<file path="src/rtl/guess_controller.sv">
// Hangman round sequencer: latches the word/mask at round start, scores letter
// guesses over a valid/ready handshake, and reports win/loss to the level selector.
module guess_controller #(
  parameter int NUM_SLOTS = 6,
  parameter int LETTER_W  = 5,
  parameter int MAX_LIVES = 6,
  parameter int LIVES_W   = 3
) (
  input  logic                          clk,
  input  logic                          reset,
  input  logic                          new_game,
  input  logic                          guess_valid,
  input  logic [LETTER_W-1:0]           guess_letter,
  output logic                          guess_ready,
  input  logic [NUM_SLOTS*LETTER_W-1:0] word,
  input  logic [25:0]                   mask,
  output logic                          start_game,
  output logic                          lost_game,
  output logic [NUM_SLOTS-1:0]          revealed,
  output logic [25:0]                   guessed,
  output logic [LIVES_W-1:0]            lives_left,
  output logic                          repeat_guess,
  output logic                          round_won,
  output logic                          round_lost,
  output logic [2:0]                    state
);

  typedef enum logic [2:0] {
    IDLE    = 3'd0,
    LOAD    = 3'd1,
    PLAY    = 3'd2,
    CHECK   = 3'd3,
    RESOLVE = 3'd4,
    WIN     = 3'd5,
    LOSE    = 3'd6
  } state_t;

  state_t                        state_q, state_d;
  logic [NUM_SLOTS*LETTER_W-1:0] word_q;
  logic [25:0]                   mask_q;
  logic [LETTER_W-1:0]           letter_q;
  logic [NUM_SLOTS-1:0]          revealed_q;
  logic [25:0]                   guessed_q;
  logic [LIVES_W-1:0]            lives_q;
  logic                          ready_q, repeat_q, won_q, lost_q;

  logic                 letter_ok, letter_seen, letter_hit;
  logic [4:0]           letter_idx;
  logic [NUM_SLOTS-1:0] slot_match, blank_slot;

  always_comb begin
    letter_ok   = (letter_q != '0) && (letter_q <= LETTER_W'(26));
    letter_idx  = 5'(letter_q - LETTER_W'(1));
    letter_seen = guessed_q[letter_idx];
    letter_hit  = ~mask_q[letter_idx];
    slot_match  = '0;
    blank_slot  = '0;
    for (int unsigned i = 0; i < NUM_SLOTS; i++) begin
      slot_match[i] = (word_q[LETTER_W*i +: LETTER_W] == letter_q);
      blank_slot[i] = (word[LETTER_W*i +: LETTER_W] == '0);
    end
  end

  always_comb begin
    state_d = state_q;
    case (state_q)
      IDLE:    if (new_game) state_d = LOAD;
      LOAD:    state_d = PLAY;
      PLAY:    if (guess_valid) state_d = CHECK;
      CHECK:   state_d = RESOLVE;
      RESOLVE: begin
        if (&revealed_q)          state_d = WIN;
        else if (lives_q == '0)   state_d = LOSE;
        else                      state_d = PLAY;
      end
      WIN, LOSE: if (new_game) state_d = LOAD;
      default: state_d = IDLE;
    endcase
  end

  always_ff @(posedge clk or posedge reset) begin
    if (reset) begin
      state_q    <= IDLE;
      word_q     <= '0;
      mask_q     <= '0;
      letter_q   <= '0;
      revealed_q <= '0;
      guessed_q  <= '0;
      lives_q    <= LIVES_W'(MAX_LIVES);
      ready_q    <= 1'b0;
      repeat_q   <= 1'b0;
      won_q      <= 1'b0;
      lost_q     <= 1'b0;
    end else begin
      state_q  <= state_d;
      ready_q  <= (state_d == PLAY);
      won_q    <= (state_d == WIN);
      lost_q   <= (state_d == LOSE);
      repeat_q <= 1'b0;
      case (state_q)
        LOAD: begin
          word_q     <= word;
          mask_q     <= mask;
          guessed_q  <= '0;
          lives_q    <= LIVES_W'(MAX_LIVES);
          revealed_q <= blank_slot;
        end
        PLAY: if (guess_valid) letter_q <= guess_letter;
        CHECK: begin
          if (!letter_ok || letter_seen) begin
            repeat_q <= 1'b1;
          end else begin
            guessed_q[letter_idx] <= 1'b1;
            if (letter_hit)          revealed_q <= revealed_q | slot_match;
            else if (lives_q != '0)  lives_q    <= lives_q - LIVES_W'(1);
          end
        end
        default: ;
      endcase
    end
  end

  // start_game is gated by new_game so it shares the cycle with lost_game in LOSE
  assign start_game   = new_game && (state_q == WIN || state_q == LOSE);
  assign guess_ready  = ready_q;
  assign lost_game    = lost_q;
  assign round_lost   = lost_q;
  assign round_won    = won_q;
  assign repeat_guess = repeat_q;
  assign revealed     = revealed_q;
  assign guessed      = guessed_q;
  assign lives_left   = lives_q;
  assign state        = state_q;

endmodule

</file>
<file path="config.mk">
export PLATFORM = sky130hd
export DESIGN_NAME = guess_controller
export DESIGN_NICKNAME = d
export VERILOG_FILES = /design/src/rtl/guess_controller.sv
export SDC_FILE = /design/constraint.sdc
export NUM_CORES = 1
export LEC_CHECK = 0
export CORE_ASPECT_RATIO = 1.1
export CORE_MARGIN = 2
export CORE_UTILIZATION = 50
export CTS_CLUSTER_DIAMETER = 30
export DETAILED_ROUTE_END_ITERATION = 6
export PLACE_DENSITY = 0.85
export RECOVER_POWER = 25
export SLEW_MARGIN = 30
export SYNTH_ARGS = -nofsm -noshare
export SYNTH_HDL_FRONTEND = slang
export SYNTH_SLANG_ARGS = --single-unit
</file>
<file path="constraint.sdc">
create_clock -name clk -period 8.18 [get_ports clk]
set_input_delay 0.818 -clock clk [delete_from_list [all_inputs] [get_ports clk]]
set_output_delay 0.818 -clock clk [all_outputs]
set_load 0.03 [all_outputs]
</file>
==> key figures <==
Clock network
  – Post-cts resize count: 0
  – Cts bufs inserted: 9
  – CTS tree: done
  – Clock slew at reported path FFs: 0.07 ns
  – Clock net sink count: 103
  – Hold buffers post-CTS: 0
  – Root buffer cell: clkbuf_16
  – Post-CTS Setup Bufs: 0
  – Clock insertion delay at the later pin of the skew report: 0.35 ns
  – Max clock buf depth: 2
  – H-tree levels: 3

GRT
  – First-pass GRT wire length: 21,700 um
  – Total grt overflow: 0
  – Global Route met2 Usage: 0.393
  – Top Usage Layer GRT: met2
  – Met1 Use GR: 0.318
  – Gr usage total: 0.242
  – Initial antenna violation count: 0
  – Largest net degree at the start of global routing: 77
  – Routing usage on met3: 0.0436
  – Number of global-route vias before repair: 4,443

Place
  – RD Place Congestion: 0.896
  – Pre-CTS setup slack: 4.37 ns
  – DP Cell Count: 813
  – HPWL Detailed: 9550 um
  – Port-buffer cells: 108

Route
  – Vias per inst: 5.56
  – WL final: 13,500 um
  – DRC viols: 0
  – Post-route ant nets: 0
  – Initial DRC Count: 362
  – Wirelength per Cell: 16.3 um
  – Via count: 4,612
  – Drt pass-1 iters: 5

Synthesis
  – Synth cell types: 57
  – Syn_area_per_cell: 9.06 um^2
  – Synthesized netlist net count: 665
  – Simple-gate area share of the yosys netlist: 0.226
  – Mux share of post-synthesis cell area: 0.0480
  – Synth Instances: 592
  – Syn Std Cell Area: 5370 um^2
  – Combinational family with the most area after synthesis: simple AND/OR/NAND/NOR gates
  – Synth area leaders: dfrtp_1, nand2_1, o21a_1, mux2i_1, xor2_1
  – Yosys warning count: 0
  – FF+latch count, synth: 103
  – Ys async rst share: 1.00
  – Post-synth top flop: dfrtp_1
  – EDFF count, synth: 0
  – Fraction of the mapped netlist area in adder cells: 0.0187
  – Compound-Gate Fraction of Synth Area: 0.132
  – Biggest area consumer among synthesized cells: dfrtp_1
  – Yosys top cell area share: 0.471
  – Sequential fraction of the synthesis area: 0.481
  – Post-Synth XOR/XNOR Area: 0.0569

Floorplan
  – Die Span Y: 113 um
  – Row count: 39
  – Core ar.: 10,400 um^2
  – # IOs: 109
  – Starting density of the core: 0.514
  – Die Area: 11,600 um^2
  – Die width: 103 um

Job
  – Max Cap Viol: 1

Timing
  – Fin crit period: 3.97 ns
  – Final slew viol count: 73
  – Clock Skew: 0.00642 ns
  – # setup viols final: 0
  – PnR worst setup slack: 4.21 ns
  – Highest clock rate: 252 MHz
  – Relative slew slack: -0.807
  – Worst Tran Pin Value: 2.71 ns
  – RSZ-0062 raised after global routing: false
  – Final worst path period share: 0.485
  – Final TNS setup: 0 ns
  – Final hold viol count: 0

Setup path
  – Cell Chain, Critical Path: inv_1 -> ha_1 -> buf_4 -> nor2b_1 -> a2111oi_0 -> a21oi_1 -> nand4_1 -> and3_4 -> o22ai_1 -> a22o_1
  – Crit path DAT: 4.21 ns
  – Worst path depth: 10
  – CP top delay family: compound AO/OA/AOI/OAI gates
  – CP endpoint kind: register
  – Worst endpoint required time: 8.42 ns
  – CP Max Fanout: 20
  – Kind of critical path: reg -> reg
  – Worst R2R Path Depth: 10
  – Kind of start point of the critical path: register
  – CP bufs+invs: 2
  – Crit-path max cell delay: 0.83 ns
  – Crit-path slowest cell: dfrtp_1

Power
  – Power density cells: 413 nW/um^2
  – Leakage power total: 0.00306 uW
  – Max IR drop VDD: 0.156 mV
  – Final Power: 2810 uW

Finish
  – Non-Filler Instances: 829
  – Area growth syn-to-layout: 26.8%
  – NumNets Final: 754
  – N_diodes: 0
  – Share of post-route cells with drive strength above 1: 0.0554

Hold path
  – Hold Path Cell Cnt: 2
  – Hold/Removal Path Class: reg -> reg

Run status
  – Violated checks: max-capacitance violations, max-slew violations
  – Status: finished, violations left
-- per-stage QoR --
| step | utilization | hold WS (ns) | instance area [um^2] |
|---|---|---|---|
| after floorplan | - | 0.438 | 5370 |
| after global placement | 0.622 | 0.453 | 6500 |
| after global routing | 0.651 | 0.506 | 6800 |
| final | 0.651 | 0.472 | 6800 |
| after detailed placement | 0.622 | 0.455 | 6500 |
| after CTS | 0.651 | 0.477 | 6800 |
-- registers in the layout, indices dropped and copies added (netlist names), 3 cells and up --
register    count
revealed        6
word_q         30
guessed        26
lives_left      3
state           3
mask_q         26
letter_q        5
-- synthesized netlist by cell type (all sizes together), types with 5 or more instances --
cell type / n
a2111oi: 5
a21oi: 7
a311o: 6
a31oi: 5
buf: 13
clkbuf: 22
dfrtp: 101
ha: 8
inv: 8
mux2i: 19
nand2: 194
nand3: 5
nand4: 8
nor2: 39
nor2b: 9
nor3: 7
o21a: 28
o21ai: 18
o311a: 6
or4: 6
xnor2: 15
xor2: 19
-- logic make-up (layout without fill, tap and decap cells) --
family,count (synthesis),in the layout
simple gates,284,284
flops,103,103
compound gates,95,95
buf+inv,44,138
xor+xnor,34,34
mux,24,24
fa+ha+maj,8,8
-- metal layers --
metal	vias up	share of wire
li1	2182	-
met1	2235	0.42
met5	-	0
met3	23	0.056
met2	172	0.51
met4	0	0.020
-- worst paths after layout --
path	end	from	slack, ns
worst max register to register	lives_left[0]	letter_q[1]	4.21
worst max-delay path	lives_left[0]	letter_q[1]	4.21
worst min register to register	mask_q[25]	mask_q[25]	0.47
min in group asynchronous	word_q[7]	reset	1.18
worst min-delay path	mask_q[25]	mask_q[25]	0.47
max in group asynchronous	letter_q[2]	reset	5.80
-- cell usage in the layout, fill, tap and decap left out, types with 3 or more instances in the layout --
| cell type | Yosys | routed |
|---|---|---|
| a2111oi_0 | 5 | 5 |
| a21oi_1 | 6 | 6 |
| a311o_1 | 6 | 6 |
| a31oi_1 | 5 | 5 |
| buf_4 | 4 | 3 |
| clkbuf_16 | 0 | 9 |
| clkdlybuf4s50_1 | 0 | 105 |
| dfrtp_1 | 101 | 101 |
| dlygate4sd3_1 | 0 | 3 |
| ha_1 | 8 | 8 |
| inv_1 | 8 | 7 |
| mux2_2 | 4 | 3 |
| mux2i_1 | 19 | 19 |
| nand2_1 | 194 | 193 |
| nand3_1 | 5 | 5 |
| nand4_1 | 8 | 8 |
| nor2_1 | 39 | 39 |
| nor2b_1 | 8 | 8 |
| nor3_1 | 7 | 7 |
| o21a_1 | 28 | 28 |
| o21ai_0 | 18 | 18 |
| o22ai_1 | 4 | 4 |
| o311a_1 | 6 | 6 |
| or4_1 | 6 | 6 |
| xnor2_1 | 15 | 14 |
| xor2_1 | 18 | 18 |
-- power by group --
group          switching (uW)  leakage [uW]  internal [uW]
logic                     841       0.00160            590
clock network             192      0.000142            238
registers                 225       0.00131            723
total                    1260       0.00306           1550
-- tightest hold or removal path: cells and delay by family, from the launching register on --
family / cells / cell delay [ns]
DFF: 1 / 0.34
and+or+nand+nor: 2 / 0.10
-- layout make-up --
type,instances,area [um^2]
fill,852,3640
clock inverter,7,72.6
clock buffer,9,225
inverter,9,35.0
sequential,103,2580
tap,143,179
multi-input combinational,445,2590
timing repair buffer,113,1120
(Power assumes the default switching activity.)
